File: config.mk
export PLATFORM = sky130hd
export DESIGN_NAME = alu_pipe
export DESIGN_NICKNAME = d
export VERILOG_FILES = /design/src/rtl/alu_pipe_pkg.sv /design/src/rtl/alu_pipe_mul_seq.sv /design/src/rtl/alu_pipe.sv
export SDC_FILE = /design/constraint.sdc
export NUM_CORES = 2
export LEC_CHECK = 0
export BUFFER_PORTS_ARGS = -buffer_cell sky130_fd_sc_hd__buf_2
export CORE_MARGIN = 8
export CORE_UTILIZATION = 45
export CTS_BUF_LIST = sky130_fd_sc_hd__clkbuf_8
export DETAILED_ROUTE_END_ITERATION = 10
export HOLD_SLACK_MARGIN = 0.05
export SETUP_SLACK_MARGIN = 0.5
export SLEW_MARGIN = 20
export SYNTH_ARGS = -nofsm -noshare
export SYNTH_HDL_FRONTEND = slang
export SYNTH_SLANG_ARGS = --single-unit
export TNS_END_PERCENT = 10
File: constraint.sdc
create_clock -name clock -period 12.5 [get_ports clock]
set_input_delay 2.5 -clock clock [delete_from_list [all_inputs] [get_ports clock]]
set_output_delay 2.5 -clock clock [all_outputs]
set_load 0.1 [all_outputs]
File: src/rtl/alu_pipe_pkg.sv
// -----------------------------------------------------------------------------
// alu_pipe_pkg
// Shared definitions for the handshaked pipelined ALU (alu_pipe):
//   - opcode encodings (6-bit io_op values)
//   - control FSM state type
//   - is_sub(): opcodes that run the adder in subtract mode
// Optional feature macro referenced by users of this package:
//   ALU_PIPE_MULHI_EN -- enables OP_MULHU (upper half of the product).
// -----------------------------------------------------------------------------
package alu_pipe_pkg;

    localparam int OP_W = 6;

    localparam logic [OP_W-1:0] OP_ADD   = 6'h00;
    localparam logic [OP_W-1:0] OP_SUB   = 6'h07;
    localparam logic [OP_W-1:0] OP_AND   = 6'h08;
    localparam logic [OP_W-1:0] OP_OR    = 6'h09;
    localparam logic [OP_W-1:0] OP_XOR   = 6'h0A;
    localparam logic [OP_W-1:0] OP_SLL   = 6'h0B;
    localparam logic [OP_W-1:0] OP_SRL   = 6'h0C;
    localparam logic [OP_W-1:0] OP_SRA   = 6'h0D;
    localparam logic [OP_W-1:0] OP_EQ    = 6'h0E;
    localparam logic [OP_W-1:0] OP_NE    = 6'h0F;
    localparam logic [OP_W-1:0] OP_LT    = 6'h10;
    localparam logic [OP_W-1:0] OP_LTU   = 6'h11;
    localparam logic [OP_W-1:0] OP_LE    = 6'h12;
    localparam logic [OP_W-1:0] OP_LEU   = 6'h13;
    localparam logic [OP_W-1:0] OP_MUL   = 6'h14;
    localparam logic [OP_W-1:0] OP_MULHU = 6'h15;

    // IDLE: accepting ops; MUL: engine iterating; DONE: product waiting for
    // the output register to free up.
    typedef enum logic [1:0] {
        IDLE = 2'd0,
        MUL  = 2'd1,
        DONE = 2'd2
    } state_t;

    // SUB and every compare share the subtracting adder.
    function automatic logic is_sub(input logic [OP_W-1:0] op);
        return (op == OP_SUB) || ((op >= OP_EQ) && (op <= OP_LEU));
    endfunction

endpackage

File: src/rtl/alu_pipe_mul_seq.sv
// -----------------------------------------------------------------------------
// alu_pipe_mul_seq
// Iterative shift-add unsigned multiplier, one partial product per cycle,
// WIDTH iterations per operation.
// Ports:
//   clock    in   sole clock
//   reset    in   synchronous, active-low; aborts any running multiply
//   start    in   load a/b, clear accumulator, begin iterating next cycle
//   a, b     in   WIDTH-bit unsigned operands (sampled on start)
//   done     out  high during the final iteration cycle; product is
//                 complete from the following cycle until the next start
//   product  out  ACC_W-bit accumulator (2*WIDTH for full product, or
//                 WIDTH when only the low half is needed)
// -----------------------------------------------------------------------------
module alu_pipe_mul_seq #(
    parameter int WIDTH = 64,
    parameter int ACC_W = 2 * WIDTH
) (
    input  logic             clock,
    input  logic             reset,
    input  logic             start,
    input  logic [WIDTH-1:0] a,
    input  logic [WIDTH-1:0] b,
    output logic             done,
    output logic [ACC_W-1:0] product
);

    localparam int               CNT_W = $clog2(WIDTH);
    localparam logic [CNT_W-1:0] LAST  = CNT_W'(WIDTH - 1);

    logic             running;
    logic [CNT_W-1:0] count;
    logic [ACC_W-1:0] a_sh;
    logic [ACC_W-1:0] acc;
    logic [WIDTH-1:0] b_sh;

    // NOTE: sequential state uses non-blocking assignments so every register
    // samples pre-edge values, independent of statement order.
    always_ff @(posedge clock) begin
        if (!reset) begin
            running <= 1'b0;
            count   <= '0;
        end else if (start) begin
            running <= 1'b1;
            count   <= '0;
        end else if (running) begin
            count <= count + 1'b1;
            if (count == LAST) begin
                running <= 1'b0;
            end
        end
    end

    // NOTE: the operand/accumulator datapath carries no reset; it is always
    // reloaded by start before use and only the control bits need a known value.
    always_ff @(posedge clock) begin
        if (start) begin
            a_sh <= ACC_W'(a);
            b_sh <= b;
            acc  <= '0;
        end else if (running) begin
            if (b_sh[0]) begin
                acc <= acc + a_sh;
            end
            // With a WIDTH-bit accumulator the bits shifted out of a_sh are
            // exactly the high partial products we do not need.
            a_sh <= a_sh << 1;
            b_sh <= b_sh >> 1;
        end
    end

    assign done    = running && (count == LAST);
    assign product = acc;

endmodule

File: src/rtl/alu_pipe.sv
// -----------------------------------------------------------------------------
// alu_pipe
// Handshaked ALU with a registered one-entry output buffer. Logic, add/sub,
// shift and compare ops complete in one cycle; MUL (and MULHU when enabled)
// runs on the iterative multiplier in alu_pipe_mul_seq.
// Parameters:
//   WIDTH  operand/result width (power of two, 8..128)
//   TAG_W  opaque caller tag width
//   SH_W   shift-amount width, derived from WIDTH
// Ports:
//   clock, reset           clock; synchronous active-low reset
//   io_in_valid/ready      op handshake (ready is combinational, independent
//                          of io_in_valid)
//   io_op, io_a, io_b      opcode (alu_pipe_pkg encoding) and operands
//   io_tag                 caller tag returned with the result
//   io_out_valid/ready     result handshake; result/tag held while stalled
//   io_out, io_out_tag     result and its tag
//   io_busy                multiply engine iterating
// Optional feature macro:
//   ALU_PIPE_MULHI_EN      enables opcode 0x15 MULHU (upper half of product);
//                          without it 0x15 is an unknown opcode returning 0.
// -----------------------------------------------------------------------------
module alu_pipe
    import alu_pipe_pkg::*;
#(
    parameter int WIDTH = 64,
    parameter int TAG_W = 4,
    parameter int SH_W  = $clog2(WIDTH)
) (
    input  logic             clock,
    input  logic             reset,
    input  logic             io_in_valid,
    output logic             io_in_ready,
    input  logic [5:0]       io_op,
    input  logic [WIDTH-1:0] io_a,
    input  logic [WIDTH-1:0] io_b,
    input  logic [TAG_W-1:0] io_tag,
    output logic             io_out_valid,
    input  logic             io_out_ready,
    output logic [WIDTH-1:0] io_out,
    output logic [TAG_W-1:0] io_out_tag,
    output logic             io_busy
);

`ifdef ALU_PIPE_MULHI_EN
    localparam int ACC_W = 2 * WIDTH;
`else
    localparam int ACC_W = WIDTH;
`endif

    state_t           state;
    state_t           state_next;
    logic             out_free;
    logic             accept;
    logic             mul_op;
    logic             mul_start;
    logic             mul_done;
    logic [ACC_W-1:0] mul_product;
    logic [WIDTH-1:0] mul_result;
    logic [TAG_W-1:0] mul_tag;

    logic             sub;
    logic [WIDTH:0]   sum;
    logic [WIDTH-1:0] diff;
    logic             carry;
    logic [SH_W-1:0]  shamt;
    logic             cmp;
    logic [WIDTH-1:0] alu_result;

    // ------------------------------------------------------------------
    // Handshake
    // ------------------------------------------------------------------
    // The output register is free if empty or being drained this cycle,
    // which is what allows pop and accept on the same edge.
    assign out_free  = !io_out_valid || io_out_ready;
    assign accept    = io_in_valid && io_in_ready;

`ifdef ALU_PIPE_MULHI_EN
    assign mul_op    = (io_op == OP_MUL) || (io_op == OP_MULHU);
`else
    assign mul_op    = (io_op == OP_MUL);
`endif
    assign mul_start = accept && mul_op;

    // ------------------------------------------------------------------
    // Control FSM
    // ------------------------------------------------------------------
    always_ff @(posedge clock) begin
        if (!reset) begin
            state <= IDLE;
        end else begin
            state <= state_next;
        end
    end

    // NOTE: every signal written here gets a default first, so no path can
    // leave one unassigned and infer a latch.
    always_comb begin
        state_next  = state;
        io_in_ready = 1'b0;
        io_busy     = 1'b0;
        case (state)
            IDLE: begin
                io_in_ready = out_free;
                if (mul_start) begin
                    state_next = MUL;
                end
            end
            MUL: begin
                io_busy = 1'b1;
                if (mul_done) begin
                    state_next = DONE;
                end
            end
            DONE: begin
                if (out_free) begin
                    state_next = IDLE;
                end
            end
            default: state_next = IDLE;
        endcase
    end

    // ------------------------------------------------------------------
    // Multiplier
    // ------------------------------------------------------------------
    alu_pipe_mul_seq #(
        .WIDTH (WIDTH),
        .ACC_W (ACC_W)
    ) u_mul_seq (
        .clock   (clock),
        .reset   (reset),
        .start   (mul_start),
        .a       (io_a),
        .b       (io_b),
        .done    (mul_done),
        .product (mul_product)
    );

`ifdef ALU_PIPE_MULHI_EN
    logic mul_hi;

    always_ff @(posedge clock) begin
        if (mul_start) begin
            mul_hi  <= (io_op == OP_MULHU);
            mul_tag <= io_tag;
        end
    end

    assign mul_result = mul_hi ? mul_product[ACC_W-1:WIDTH] : mul_product[WIDTH-1:0];
`else
    always_ff @(posedge clock) begin
        if (mul_start) begin
            mul_tag <= io_tag;
        end
    end

    assign mul_result = mul_product;
`endif

    // ------------------------------------------------------------------
    // Single-cycle datapath: one adder serves ADD, SUB and all compares.
    // ------------------------------------------------------------------
    always_comb begin
        sub   = is_sub(io_op);
        sum   = {1'b0, io_a} + {1'b0, io_b ^ {WIDTH{sub}}} + {{WIDTH{1'b0}}, sub};
        diff  = sum[WIDTH-1:0];
        carry = sum[WIDTH];
        shamt = io_b[SH_W-1:0];

        // Signed compares take the raw sign of the difference; overflow is
        // deliberately not corrected.
        cmp = 1'b0;
        case (io_op)
            OP_EQ:   cmp = ~|diff;
            OP_NE:   cmp = |diff;
            OP_LT:   cmp = diff[WIDTH-1];
            OP_LTU:  cmp = ~carry;
            OP_LE:   cmp = ~|diff | diff[WIDTH-1];
            OP_LEU:  cmp = ~|diff | ~carry;
            default: cmp = 1'b0;
        endcase

        alu_result = '0;
        case (io_op)
            OP_ADD, OP_SUB: alu_result = diff;
            OP_AND:         alu_result = io_a & io_b;
            OP_OR:          alu_result = io_a | io_b;
            OP_XOR:         alu_result = io_a ^ io_b;
            OP_SLL:         alu_result = io_a << shamt;
            OP_SRL:         alu_result = io_a >> shamt;
            OP_SRA:         alu_result = $signed(io_a) >>> shamt;
            OP_EQ, OP_NE, OP_LT, OP_LTU, OP_LE, OP_LEU:
                            alu_result = {{(WIDTH-1){1'b0}}, cmp};
            default:        alu_result = '0;
        endcase
    end

    // ------------------------------------------------------------------
    // Output buffer: loaded by a single-cycle accept or by the multiplier
    // leaving DONE; the two are exclusive because accept requires IDLE.
    // ------------------------------------------------------------------
    always_ff @(posedge clock) begin
        if (!reset) begin
            io_out_valid <= 1'b0;
            io_out       <= '0;
            io_out_tag   <= '0;
        end else if (accept && !mul_op) begin
            io_out_valid <= 1'b1;
            io_out       <= alu_result;
            io_out_tag   <= io_tag;
        end else if ((state == DONE) && out_free) begin
            io_out_valid <= 1'b1;
            io_out       <= mul_result;
            io_out_tag   <= mul_tag;
        end else if (io_out_ready) begin
            io_out_valid <= 1'b0;
        end
    end

endmodule
==> qor.csv <==
stage;metric;value;unit
power_and_ir_drop;switching_share;0.4432;
final_layout;multi_input_area;0.02314;sq mm
floorplanning;initial_core_util;0.4533;
power_and_ir_drop;ir_worst_vdd;0.09134;mV
run_status;outcome;finished clean;
critical_path;worstPathMaxFanout;66;
critical_path;critPathKind;primary input to register;
detailed_routing;wl;144100;um
clock_network;cts-resized-gates;0;
logic_synthesis;netlist_area;0.03169;sq mm
sta;fin_tns_setup;0;ns
global_routing;overflow;0;
floorplanning;die_w;281.4;um
global_routing;grt_pass1_wl;208100;um
clock_network;cts_num_sinks;274;
logic_synthesis;syn_area_per_cell;8.175;sq um
global_routing;grt_pass1_vias;30750;
floorplanning;rows;97;
clock_network;htreeDepth;2;
sta;slew-limit-headroom;0.2151;
final_layout;final_cell_count_no_fill;4903;
global_routing;grt_max_degree;92;
clock_network;clk_path_buf_depth;3;
power_and_ir_drop;power.share.clock;0.239;
critical_path;end_kind;register;
place;numPortBuffers;212;
final_layout;fin_util;0.4924;
final_layout;fillers;7049;
logic_synthesis;syn_inst;3876;
logic_synthesis;synthFlopType;dfxtp_1;
clock_network;clk_latency;0.66;ns
power_and_ir_drop;p_seq_frac;0.279;
clock_network;ctsHoldBuffers;0;
place;routabilityCongestion;1.058;
detailed_routing;detail-route-antenna-nets;0;
logic_synthesis;async_reset_ff_frac;0;
floorplanning;chipHeight;281.4;um
power_and_ir_drop;power_switching;1.719;mW
floorplanning;die_area;0.07917;sq mm
clock_network;cts_tree;yes;
power_and_ir_drop;finalPower;3.878;mW
logic_synthesis;ys_seq_elements;274;
detailed_routing;firstDrtPassIters;8;
critical_path;startpoint_type;primary input;
detailed_routing;drc;0;
sta;fin_worst_skew;0.02366;ns
sta;finalCriticalPeriod;8.448;ns
clock_network;clk_pin_slew;0.06;ns
logic_synthesis;yosysUniqueCellTypes;103;
global_routing;antenna_found_initial;15;
detailed_routing;vias_per_cell;6.644;
final_layout;nets;4321;
sta;maxSlewViolCount;0;
critical_path;required;13.04;ns
sta;finalCritPeriodShare;0.6758;
detailed_routing;wire_per_inst;29.38;um
sta;tightest_slew;1.165;ns
power_and_ir_drop;cellLeakagePower;14.31;nW
final_layout;drive_gt1_frac;0.1633;
sta;hold_viol_final;0;
place;post_dp_cell_area;0.03334;sq mm
logic_synthesis;syn_nets;4276;
sta;rsz0062_at_grt;no;
place;hpwlAfterDp;107000;um
sta;max_freq;118.4;MHz
logic_synthesis;yosysSeqAreaShare;0.2148;
final_layout;area_delta_synth_final;8.636;%
clock_network;postCtsSetupBuffers;0;
place;pre_cts_ws;3.613;ns
floorplanning;io-pin-count;213;
final_layout;regArea;0.006807;sq mm
global_routing;grt_usage;0.3502;
hold_path;hold_class;register to register;
final_layout;final_area;0.03442;sq mm
power_and_ir_drop;combPwrFrac;0.481;
critical_path;cp.arrival;8.98;ns
logic_synthesis;synth_edf_count;132;
power_and_ir_drop;p_per_area;112.6;mW/mm^2
detailed_routing;vias;32580;
sta;final-setup-viol-count;0;
logic_synthesis;yosys_warnings;0;
sta;whs;0.4617;ns
floorplanning;coreArea;0.06991;sq mm
place;place_inst;4808;
power_and_ir_drop;intPower;2.159;mW
clock_network;cts_buffers;51;
run;maxCapViolCount;0;
sta;setup_ws;4.053;ns
clock_network;root_buffer;clkbuf_8;
detailed_routing;drtIter0Drc;4339;
-- worst max-delay path, cell delays in order --
cell,delay (ns)
buf_2,0.15
or4b_1,0.72
o41ai_4,0.13
buf_12,0.38
xnor2_1,0.22
inv_1,0.08
fa_1,0.40
and2b_1,0.24
o2111ai_1,0.17
a2111oi_1,0.38
and3b_1,0.42
a311oi_1,0.54
o31ai_1,0.14
a2111oi_0,0.99
nor3b_1,0.30
nand4_1,0.18
nor4_4,0.38
nand4_1,0.11
and2_1,0.16
o2111a_1,0.22
-- registers in the layout, indices dropped and copies added (netlist names) --
register and count:
u_mul_seq.product 64, u_mul_seq.b_sh 64, u_mul_seq.count 6, mul_tag 4, state 2, u_mul_seq.running 1
io_out_valid 1, io_out_tag 4, u_mul_seq.a_sh 64, io_out 64
-- power by group through the flow --
stage                     registers [mW]  clock network, mW  logic [mW]
after global routing                1.09              0.986        1.99
after floorplan                     1.22                  0        1.16
after detailed placement            1.10                  0        1.81
final                               1.08              0.928        1.87
after global placement              1.10                  0        1.80
after CTS                           1.08              0.953        1.82
-- Yosys cell counts (45+ instances only) --
cell type,n,share of area
inv_1,169,0.020
a21oi_1,315,0.050
nor2_1,490,0.058
mux4_2,105,0.075
mux2i_1,182,0.057
clkbuf_1,209,0.025
ha_1,256,0.10
a31oi_1,45,0.0089
edfxtp_1,132,0.13
mux2_2,140,0.050
nand3_1,64,0.010
a221oi_1,60,0.017
o22ai_1,86,0.017
xnor2_1,127,0.035
nand2_1,338,0.040
o21ai_0,173,0.027
nor3_1,102,0.016
a211oi_1,72,0.017
dfxtp_1,142,0.090
a21o_1,72,0.017
buf_1,45,0.0053
-- area by class of cell --
type                    count  area share
inverters                 174     0.01919
multi-input cells        3147      0.6723
clock buffers              65     0.02599
well taps                 940     0.03417
diodes                      2   0.0001454
repair buffers            273     0.04503
clock inverters            28    0.005452
flip-flops and latches    274      0.1977
-- metal layers --
layer,global-route usage,routed length [um]
met3,0.1037,17270
met2,0.5213,59910
met5,0,93
met1,0.4508,56800
met4,0.1974,9986
-- path summary, 6_finish.rpt --
| path | cells past startpoint | to | start | slack, ns |
|---|---|---|---|---|
| setup / recovery | 20 | io_out[0] | io_op[3] | 4.05 |
| hold / removal | 2 | io_out[35] | io_out[35] | 0.46 |
| setup reg to reg | 14 | u_mul_seq.product[63] | u_mul_seq.a_sh[4] | 8.07 |
| hold reg to reg | 2 | io_out[35] | io_out[35] | 0.46 |
-- logic make-up after synthesis --
kind of cell / Yosys count / share of synthesized area
AND/OR/NAND/NOR: 1166 / 0.1606
XOR/XNOR: 170 / 0.04699
AO/OA/AOI/OAI: 1126 / 0.2371
flip-flops: 274 / 0.2148
adder cells (fa/ha/maj): 258 / 0.1023
multiplexers: 427 / 0.1819
buffers and inverters: 455 / 0.05631
-- cells in the final DEF (no fill, tap or decap), drive strengths merged, types with 14 or more instances in the layout --
| cell type | instances |
|---|---|
| a21oi | 318 |
| o21a | 19 |
| o21ai | 180 |
| xnor2 | 127 |
| a221o | 24 |
| a22oi | 27 |
| o22ai | 86 |
| nor2b | 16 |
| a221oi | 60 |
| nor2 | 490 |
| ha | 256 |
| mux4 | 105 |
| or3 | 19 |
| a31oi | 47 |
| nor4 | 18 |
| nand2b | 14 |
| nor3 | 102 |
| dfxtp | 142 |
| o21bai | 27 |
| inv | 188 |
| o31ai | 15 |
| a211oi | 73 |
| o2111ai | 14 |
| xor2 | 43 |
| mux2i | 182 |
| buf | 272 |
| and2 | 15 |
| nand4 | 31 |
| nand2 | 338 |
| and3 | 26 |
| a21o | 76 |
| nand3 | 64 |
| clkbuf | 66 |
| mux2 | 140 |
| edfxtp | 132 |
| o211ai | 36 |
Power figures use the tool's default switching activity.
